**src/rtl/instruction_encoder.sv**
```systemverilog
// instruction_encoder: packs RV32 instruction fields into 32-bit words with range checking and address tagging
module instruction_encoder #(
  parameter logic [31:0] BASE_ADDR = 32'h0000_0000
) (
  input  logic        clk,
  input  logic        rst,
  input  logic        in_valid,
  output logic        in_ready,
  input  logic [2:0]  in_format,
  input  logic [6:0]  in_opcode,
  input  logic [2:0]  in_funct3,
  input  logic [6:0]  in_funct7,
  input  logic [4:0]  in_rd,
  input  logic [4:0]  in_rs1,
  input  logic [4:0]  in_rs2,
  input  logic [31:0] in_imm,
  output logic        out_valid,
  input  logic        out_ready,
  output logic [31:0] out_instr,
  output logic [31:0] out_addr,
  output logic        out_err
);
  typedef enum logic [1:0] {IDLE, CHECK, HOLD} state_t;
  state_t state;
  logic [2:0] fmt, f3;
  logic [6:0] op, f7;
  logic [4:0] rd, rs1, rs2;
  logic [31:0] imm, addr, enc;
  logic err, shift, fit12, fit13, fit21;
  assign in_ready = state == IDLE && !rst;
  assign out_addr = addr;
  assign shift = op == 7'h13 && (f3 == 3'b001 || f3 == 3'b101);
  // an immediate fits n signed bits when everything above bit n-2 is a copy of the sign
  assign fit12 = &imm[31:11] | ~|imm[31:11];
  assign fit13 = &imm[31:12] | ~|imm[31:12];
  assign fit21 = &imm[31:20] | ~|imm[31:20];
  always_comb begin
    enc = 32'h0000_0013;
    err = 1'b0;
    case (fmt)
      3'd0: enc = {f7, rs2, rs1, f3, rd, op};
      3'd1: begin
        enc = shift ? {f7, imm[4:0], rs1, f3, rd, op} : {imm[11:0], rs1, f3, rd, op};
        err = shift ? |imm[31:5] : !fit12;
      end
      3'd2: begin
        enc = {imm[11:5], rs2, rs1, f3, imm[4:0], op};
        err = !fit12;
      end
      3'd3: begin
        enc = {imm[12], imm[10:5], rs2, rs1, f3, imm[4:1], imm[11], op};
        err = !fit13 | imm[0];
      end
      3'd4: begin
        enc = {imm[31:12], rd, op};
        err = |imm[11:0];
      end
      3'd5: begin
        enc = {imm[20], imm[10:1], imm[11], imm[19:12], rd, op};
        err = !fit21 | imm[0];
      end
      default: err = 1'b1;
    endcase
  end
  always_ff @(posedge clk) begin
    if (rst) begin
      state <= IDLE;
      out_valid <= 1'b0;
      out_err <= 1'b0;
      out_instr <= 32'h0;
      addr <= BASE_ADDR;
    end else begin
      case (state)
        IDLE: if (in_valid) begin
          fmt <= in_format;
          op <= in_opcode;
          f3 <= in_funct3;
          f7 <= in_funct7;
          rd <= in_rd;
          rs1 <= in_rs1;
          rs2 <= in_rs2;
          imm <= in_imm;
          state <= CHECK;
        end
        CHECK: begin
          out_instr <= err ? 32'h0000_0013 : enc;
          out_err <= err;
          out_valid <= 1'b1;
          state <= HOLD;
        end
        HOLD: if (out_ready) begin
          out_valid <= 1'b0;
          addr <= addr + 32'd4;
          state <= IDLE;
        end
        default: state <= IDLE;
      endcase
    end
  end
endmodule

```
**config.mk**
```make
export PLATFORM = sky130hd
export DESIGN_NAME = instruction_encoder
export DESIGN_NICKNAME = d
export VERILOG_FILES = /design/src/rtl/instruction_encoder.sv
export SDC_FILE = /design/constraint.sdc
export NUM_CORES = 1
export LEC_CHECK = 0
export BUFFER_PORTS_ARGS = -buffer_cell sky130_fd_sc_hd__buf_2
export CORE_MARGIN = 2
export CORE_UTILIZATION = 52
export CTS_CLUSTER_DIAMETER = 200
export CTS_CLUSTER_SIZE = 12
export DETAILED_ROUTE_END_ITERATION = 16
export PLACE_DENSITY = 0.81
export SETUP_SLACK_MARGIN = 0.1
export SLEW_MARGIN = 5
export SYNTH_ARGS = -nofsm -noshare
export SYNTH_HDL_FRONTEND = slang
export SYNTH_SLANG_ARGS = --single-unit
```
**constraint.sdc**
```tcl
create_clock -name clk -period 3.8 [get_ports clk]
set_input_delay 0.57 -clock clk [delete_from_list [all_inputs] [get_ports clk]]
set_output_delay 0.57 -clock clk [all_outputs]
set_load 0.05 [all_outputs]
```
* Word-level counts from Yosys, hierarchy flattened
Cells that the tools add are included. W data, S select, Z words.
Operators by class: add/sub/neg operators 1, multiply operators 0, divide/modulo/power cells 0, order comparisons 0, eq/ne operators 12, shifts and indexed selects 0, muxes and demuxes 10, bitwise operators 6, reductions and logical operators 25
Operator list (count):
- $pmux W32 S6 | 1
- $mux W32 | 2
- $add A32 B3 Y32 const B | 1
- $reduce_or A27 Y1 | 1
- $reduce_or A12 Y1 | 2
- $reduce_and A21 Y1 | 1
- $reduce_or A21 Y1 | 1
- $reduce_and A20 Y1 | 1
- $reduce_or A20 Y1 | 1
- $reduce_and A12 Y1 | 1
- $eq A3 B3 Y1 const B | 3
- $eq A7 B5 Y1 const B | 1
- $logic_not A1 Y1 | 7
- $eq A3 B1 Y1 const B | 2
- $eq A3 B2 Y1 const B | 2
- $pmux W1 S6 | 1
- $pmux W2 S3 | 1
- $reduce_and A2 Y1 | 3
- $or A1 B1 Y1 | 5
- $mux W2 | 2
- $ne A2 B2 Y1 const B | 2
- $logic_not A3 Y1 | 1
- $reduce_and A3 Y1 | 1
- $eq A2 B1 Y1 const B | 1
- 8 further kinds | 10
Storage, ports and cells: register bits after elaboration 135, bits in latches 0, bits in writable memories 0, bits in read-only memories 0, input bits 71, output and inout bits 67, word-level logic and storage cells 67, memories kept 0

* Depth between registers and ports, before layout
Gate-level depths: netlist (run 1).
word-level depth 7, mapped depth 9, mapped depth without buffers 6

* Worst setup path after synthesis (run 1)
No wires, ideal clock.
path kind input to register, start point input port rst, end point register f3[0], enable pin, library setup time 0.432 ns, arrival 3.606 ns, required time 3.368 ns, path slack -0.238 ns, cell stages on the path 3, buffers on the path 1, cells stage by stage clkbuf_1 -> nor3_1 -> and2_1
On the way: cells in the longest elaborated chain, start to end 2
Ends and longest elaborated chain:
- start, declared | line 6 | input logic rst,
- $not A1 Y1 (no source line)
- $reduce_and A3 Y1 (no source line)
- end signal, assigned | line 77 | f3 <= in_funct3;
- end, declared | line 25 | logic [2:0] fmt, f3;
No other way between the ends. A chain may end at the register's enable or synchronous reset.

* Final worst setup path (run 1)
start point register imm[8], end point register out_instr[22]
On the way: cells in the longest elaborated chain, start to end 4, elaborated cells on any way between the ends 5, classes of those cells mux: 3; reduce/logical: 2
Ends and longest elaborated chain:
- start, declared | line 28 | logic [31:0] imm, addr, enc;
- start signal, assigned | line 82 | imm <= in_imm;
- $reduce_or A27 Y1 | line 44 | err = shift ? |imm[31:5] : !fit12;
- $mux W1 | line 44
- $pmux W1 S6 * | line 40 | case (fmt)
- $mux W32 * | line 86 | out_instr <= err ? 32'h0000_0013 : enc;
- end signal, assigned | line 86
- end, declared | line 19 | output logic [31:0] out_instr,
Every way passes the cells marked *; elsewhere a longest branch is shown, timed or not.

==> results of run 1 <==
## cells by family (layout without fill, tap and decap cells)
kind of cell / after synthesis / after routing / share of synthesized area
AND/OR/NAND/NOR: 149 / 149 / 0.148
buffers and inverters: 31 / 183 / 0.0266
other: 1 / 2 / 0.000725
adder cells (fa/ha/maj): 1 / 1 / 0.00242
AO/OA/AOI/OAI: 79 / 79 / 0.110
XOR/XNOR: 25 / 25 / 0.0423
multiplexers: 12 / 12 / 0.0256
flip-flops: 133 / 133 / 0.645
## Yosys cell counts (2+ instances only)
library cell	instances	area (um^2)
and3b_1	2	17.5
mux2i_1	2	20.0
buf_1	2	7.51
and2_1	3	18.8
nand3_1	15	75.1
nor3b_1	2	15.0
and3_1	4	25.0
nand2_1	29	109
nor4_1	7	43.8
xor2_1	20	175
o21a_1	2	15.0
nor3_1	6	30.0
dfxtp_1	66	1320
or3_1	6	37.5
buf_4	3	22.5
nand2b_1	3	18.8
a22oi_1	11	82.6
a211oi_1	4	30.0
clkbuf_1	12	45.0
buf_2	2	10.0
and4b_1	2	20.0
a22o_1	29	254
and4_1	3	26.3
a21oi_1	7	35.0
or4_1	3	22.5
nor2b_1	4	25.0
nor2_1	42	158
edfxtp_1	67	2010
xnor2_1	5	43.8
o21ai_0	20	100
mux2_2	10	113
nand4_1	15	93.8
inv_1	11	41.3
## cell type report
| class | count | area share |
|---|---|---|
| clock inverters | 4 | 0.00307 |
| clock buffers | 27 | 0.0786 |
| multi-input cells | 268 | 0.263 |
| repair buffers | 141 | 0.112 |
| well taps | 133 | 0.0255 |
| inverters | 11 | 0.00633 |
| flip-flops and latches | 133 | 0.511 |
## worst max path at each step
| stage | startpoint | endpoint | slack, ns | depth (start not counted) |
|---|---|---|---|---|
| 3_3_place_gp | imm[8] | out_instr[5] | 1.20 | 7 |
| 2_1_floorplan | rst | f3[0] | 0.44 | 3 |
| 3_5_place_dp | imm[8] | out_instr[22] | 1.08 | 7 |
| 4_1_cts | imm[8] | out_instr[22] | 1.06 | 7 |
| 5_1_grt | imm[8] | out_instr[22] | 0.81 | 7 |
| 6_report | imm[8] | out_instr[22] | 1.02 | 7 |
## report_power, final
| part | total [mW] | internal (mW) | switching, mW |
|---|---|---|---|
| Combinational | 0.191 | 0.0667 | 0.124 |
| Clock | 1.46 | 0.902 | 0.554 |
| Sequential | 1.59 | 1.56 | 0.0313 |
| Total | 3.24 | 2.53 | 0.710 |
## routing by layer
layer,vias up,GRT usage,share of wire
li1,1880,-,-
met1,1881,0.292,0.42
met2,176,0.392,0.48
met3,36,0.0699,0.062
met4,0,0.107,0.031
met5,-,0,0
## flip-flops by register name (all words and copies together) (netlist names), 2 cells and up
signal     flops
rd             5
rs2            5
out_addr      30
f7             7
rs1            5
out_instr     32
state          2
fmt            3
f3             3
imm           32
op             7
## stage by stage
step,setup WS (ns),hold slack (ns)
6_report,1.02,0.220
5_1_grt,0.814,0.201
3_3_place_gp,1.20,0.458
3_5_place_dp,1.08,0.453
4_1_cts,1.06,0.205
2_1_floorplan,0.438,0.460
## worst max-delay path, delay by kind of cell, from the launching register on
family / cells / cell delay (ns)
AOI/OAI and AO/OA: 2 / 0.31
and+or+nand+nor: 4 / 1.64
DFF: 1 / 0.39
buffers and inverters: 1 / 0.37
==> metrics.yaml, run 1 <==
clockRootBuffer: "clkbuf_8"
holdPathEnd: "imm[15]"
status: "finished clean"
firstDrtPassIters: 5
rsz0062_at_grt: "no"
max-vdd-ir-drop_v: 0.000390
grt_pass1_vias: 4022
cp_data_arrival_time_ns: 3.24
die_w_um: 104
r2r_start: "imm[8]"
hold_path.class: "primary input to register"
worstPathCellList: "or4_1 > nor4_1 > a31oi_1 > nand3b_1 > nor4_4 > buf_4 > a22o_1"
fillers: 733
holdPathStages: 1
worstSkewPairLatency_ns: 0.52
area_growth_pct: 26.2
initialDrtViolationCount: 245
max_stage_delay_ns: 0.53
synth_flop_cell: "edfxtp_1"
fin_crit_sh: 0.733
nets: 644
syn_area_um2: 5170
path_max_fanout: 20
synth-seq-area-share: 0.645
cts_buffers: 17
post-route-util: 0.671
cts_sinks: 133
grtUsageTotal: 0.239
clock_skew_ns: 0.00911
gp_congestion: 0.865
layout-drive-gt1-share: 0.308
finalMaxSlewViolations: 0
worst_setup_path_end_kind: "register"
setup_viol: 0
initial_utilization: 0.532
cts_tree: "yes"
reg2reg_to: "out_instr[22]"
regArea_um2: 3330
place_area_um2: 5990
final.setup.tns_ns: 0
syn_avg_cell_area_um2: 12.0
synth_async_sr_flop_share: 0
drc: 0
path_class: "register to register"
rows: 36
layoutNonFillerInstCount: 717
ys_warn_count: 0
worstMarginPinSlew_ns: 1.18
cts_resized: 0
final_cell_mix: "135 x buf_2, 67 x edfxtp_1, 66 x dfxtp_1"
core_um2: 9730
die_h_um: 104
synth_cell_types: 45
cts_setup_buffers: 0
fin_total_pwr_mw: 3.24
slew_headroom: 0.211
fin_crit_ns: 2.78
die_area_um2: 10800
hold_viol: 0
grt_overflow: 0
dp_cells: 686
finalInstanceArea_um2: 6520
wl_per_cell_um: 17.2
synth_edf_count: 67
antenna_found_initial: 0
io_buffers: 135
grt_pass1_wl_um: 20100
cts_buffer_depth: 2
pin_count: 138
synth.ff_latch_count: 133
r2r_cells: 7
diodes: 0
viasPerCell: 5.54
place_hpwl_um: 8610
h-tree-depth: 4
cts_hold_buf: 0
clk_pin_slew_ns: 0.06
final_common_cell: "buf_2"
p_per_area_nw_per_um2: 496
syn_inst: 431
finalWirelength_um: 12300
leakagePower_nw: 2.70
multi_input_area_um2: 1720
startpoint_type: "register"
reg2reg_slack_ns: 1.02
grt_max_degree: 40
clock.fmax_ghz: 0.359
slowest_stage: "nor4_4"
crit_required_ns: 4.26
drv_cap: 0
min_from: "in_imm[15]"
vias: 3973
ant_nets: 0
No activity file was read; power rests on OpenSTA's default activity.
==> inputs of run 2 (changes only) <==
--- a/config.mk
+++ b/config.mk
@@ -5,13 +5,14 @@
 export SDC_FILE = /design/constraint.sdc
 export NUM_CORES = 1
 export LEC_CHECK = 0
+export ABC_AREA = 1
 export BUFFER_PORTS_ARGS = -buffer_cell sky130_fd_sc_hd__buf_2
 export CORE_MARGIN = 2
-export CORE_UTILIZATION = 52
+export CORE_UTILIZATION = 49
 export CTS_CLUSTER_DIAMETER = 200
 export CTS_CLUSTER_SIZE = 12
 export DETAILED_ROUTE_END_ITERATION = 16
-export PLACE_DENSITY = 0.81
+export PLACE_DENSITY = 0.78
 export SETUP_SLACK_MARGIN = 0.1
 export SLEW_MARGIN = 5
 export SYNTH_ARGS = -nofsm -noshare
==> constraint.sdc (replaced) <==
create_clock -name clk -period 2.5 [get_ports clk]
set_input_delay 0.375 -clock clk [delete_from_list [all_inputs] [get_ports clk]]
set_output_delay 0.375 -clock clk [all_outputs]
set_load 0.05 [all_outputs]
==> metrics.yaml, run 2 <==
status: "finished clean"  # unchanged
fin_crit_ns: 2.06  # was 2.78 ns
hold_path.class: "primary input to register"  # unchanged
drv_cap: 0  # unchanged
max_stage_delay_ns: 0.54  # was 0.53 ns
synth_flop_cell: "edfxtp_1"  # unchanged
gp_congestion: 0.946  # was 0.865
cts_buffer_depth: 2  # unchanged
cts_tree: "yes"  # unchanged
diodes: 0  # unchanged
path_class: "register to register"  # unchanged
regArea_um2: 3330  # unchanged
ys_warn_count: 0  # unchanged
synth_most_common_cell: "nand2_1"  # was edfxtp_1
final_cell_mix: "186 x nand2_1, 135 x buf_2, 133 x nor2_1"  # was 135 x buf_2, 67 x edfxtp_1, 66 x dfxtp_1
netlist.area_leader.share: 0.322  # was 0.389
clockRootBuffer: "clkbuf_16"  # was clkbuf_8
finalWirelength_um: 14700  # was 12300 um
worstSkewPairLatency_ns: 0.42  # was 0.52 ns
die_w_um: 117  # was 104 um
firstDrtPassIters: 5  # unchanged
initialDrtViolationCount: 425  # was 245
setup_viol: 0  # unchanged
worstMarginPinSlew_ns: 0.516  # was 1.18 ns
syn_area_um2: 6240  # was 5170 um^2
synth_common_cells: "186 x nand2_1, 134 x nor2_1, 77 x inv_1, 67 x edfxtp_1, 66 x dfxtp_1"  # was 67 x edfxtp_1, 66 x dfxtp_1, 42 x nor2_1, 29 x a22o_1, 29 x nand2_1
wl_per_cell_um: 13.4  # was 17.2 um
slew_headroom: 0.655  # was 0.211
vias: 5450  # was 3973
worst_setup_path_end_kind: "register"  # unchanged
hold_viol: 0  # unchanged
ant_nets: 0  # unchanged
clk_pin_slew_ns: 0.06  # about the same
cts_buffers: 17  # unchanged
syn_inst: 769  # was 431
layout-drive-gt1-share: 0.242  # was 0.308
synth_edf_count: 67  # unchanged
antenna_found_initial: 0  # unchanged
grt_pass1_vias: 5057  # was 4022
die_area_um2: 13700  # was 10800 um^2
core_um2: 12500  # was 9730 um^2
synth_cell_types: 43  # was 45
grt_overflow: 0  # unchanged
die_h_um: 117  # was 104 um
clock_skew_ns: 0.00728  # was 0.00911 ns
viasPerCell: 4.95  # was 5.54
drc: 0  # unchanged
p_per_area_nw_per_um2: 697  # was 496 nW/um^2
finalInstanceArea_um2: 7760  # was 6520 um^2
final.setup.tns_ns: 0  # unchanged
synth-seq-area-share: 0.534  # was 0.645
cp_data_arrival_time_ns: 2.37  # was 3.24 ns
nets: 987  # was 644
cts_hold_buf: 0  # unchanged
place_hpwl_um: 11100  # was 8610 um
finalMaxSlewViolations: 0  # unchanged
startpoint_type: "register"  # unchanged
fillers: 1100  # was 733
initial_utilization: 0.499  # was 0.532
yosysTopAreaCell: "edfxtp_1"  # unchanged
rows: 41  # was 36
synth.ff_latch_count: 133  # unchanged
syn_avg_cell_area_um2: 8.12  # was 12.0 um^2
synth_async_sr_flop_share: 0  # unchanged
netlist_top_cells_area: "edfxtp_1 32%, dfxtp_1 21%, nand2_1 11%"  # was edfxtp_1 39%, dfxtp_1 26%, a22o_1 4.9%
leakagePower_nw: 3.30  # was 2.70 nW
finalWorstSetupSlack_ns: 0.438  # was 1.02 ns
fin_crit_sh: 0.825  # was 0.733
rsz0062_at_grt: "no"  # unchanged
grtUsageTotal: 0.225  # was 0.239
clock.fmax_ghz: 0.485  # was 0.359 GHz
max-vdd-ir-drop_v: 0.000434  # was 0.000390 V
area_growth_pct: 24.3  # was 26.2%
r2r_cells: 11  # was 7
hold-worst-slack_ns: 0.123  # was 0.220 ns
place_area_um2: 7110  # was 5990 um^2
io_buffers: 135  # unchanged
worstPathCellList: "buf_4 > nor2_4 > inv_1 > nor2_1 > o21ai_1 > nand2_1 > nor2_4 > nand2_4 > nand2_1 > nand2_2 > nor2_1"  # was or4_1 > nor4_1 > a31oi_1 > nand3b_1 > nor4_4 > buf_4 > a22o_1
holdPathStages: 1  # unchanged
final_common_cell: "nand2_1"  # was buf_2
path_max_fanout: 11  # was 20
pin_count: 138  # unchanged
grt_pass1_wl_um: 23500  # was 20100 um
multi_input_area_um2: 2490  # was 1720 um^2
grt_max_degree: 56  # was 40
fin_total_pwr_mw: 5.41  # was 3.24 mW
cts_sinks: 133  # unchanged
crit_required_ns: 2.81  # was 4.26 ns
slowest_stage: "edfxtp_1"  # was nor4_4
h-tree-depth: 4  # unchanged
preCtsSetupSlack_ns: 0.237  # was 1.08 ns
## run 2: changes by cell type after synthesis, sizes merged, moves of 12 or more
cell,change
a21oi,+33
a22o,-29
inv,+74
nand2,+164
nand3,+38
nor2,+110
nor3,+13
o21ai,+12
xor2,-12
## run 2: cell type report
type	count	share of cell area
clock buffers	21	0.0648
clock inverters	11	0.0152
inverters	85	0.0411
multi-input cells	531	0.321
flip-flops and latches	133	0.429
well taps	172	0.0277
repair buffers	147	0.100
## run 2: logic make-up (layout without fill, tap and decap cells)
kind of cell | Yosys count | in the layout | synth area share
AOI/OAI and AO/OA | 85 | 85 | 0.0730
xor gates and xnor gates | 9 | 9 | 0.0126
adders and majority gates | 1 | 1 | 0.00200
buffers and inverters | 106 | 264 | 0.0690
DFF | 133 | 133 | 0.534
other | 1 | 2 | 0.000601
and+or+nand+nor | 434 | 434 | 0.309
## run 2: power breakdown
group / total [mW] / switching [mW] / leakage, nW / internal, mW
sequential: 2.43 / 0.0544 / 1.16 / 2.38
combinational: 0.425 / 0.290 / 1.84 / 0.134
clock: 2.55 / 0.920 / 0.303 / 1.63
total: 5.41 / 1.27 / 3.30 / 4.14
## run 2: timing repair
item                                    CTS  global route
endpoints found under the setup margin    0             9
resized for setup                         0             1
buffers inserted                          0             4
## run 2: critical path, delay by kind of cell, from the launching register on
family / cells / cell delay (ns)
AO/OA/AOI/OAI: 1 / 0.06
buffers and inverters: 2 / 0.31
flip-flops: 1 / 0.54
AND/OR/NAND/NOR: 8 / 1.02
## run 2: worst paths after layout
| path | startpoint | endpoint | slack [ns] |
|---|---|---|---|
| worst min register to register | out_instr[9] | out_instr[9] | 0.46 |
| worst min-delay path | in_opcode[3] | op[3] | 0.12 |
| worst max register to register | fmt[2] | out_instr[18] | 0.44 |
| worst max-delay path | fmt[2] | out_instr[18] | 0.44 |
## run 2: per-stage QoR
stage                     instances   util
after floorplan                 770      -
after global placement         1064  0.568
after detailed placement       1064  0.568
after CTS                      1096  0.617
after global routing           1100  0.620
final                          1100  0.620
## run 2: layer usage
layer / part of all wire / up-vias / global-route usage
li1: - / 2769 / -
met1: 0.43 / 2455 / 0.281
met2: 0.48 / 196 / 0.374
met3: 0.067 / 30 / 0.0515
met4: 0.023 / 0 / 0.100
met5: 0 / - / 0
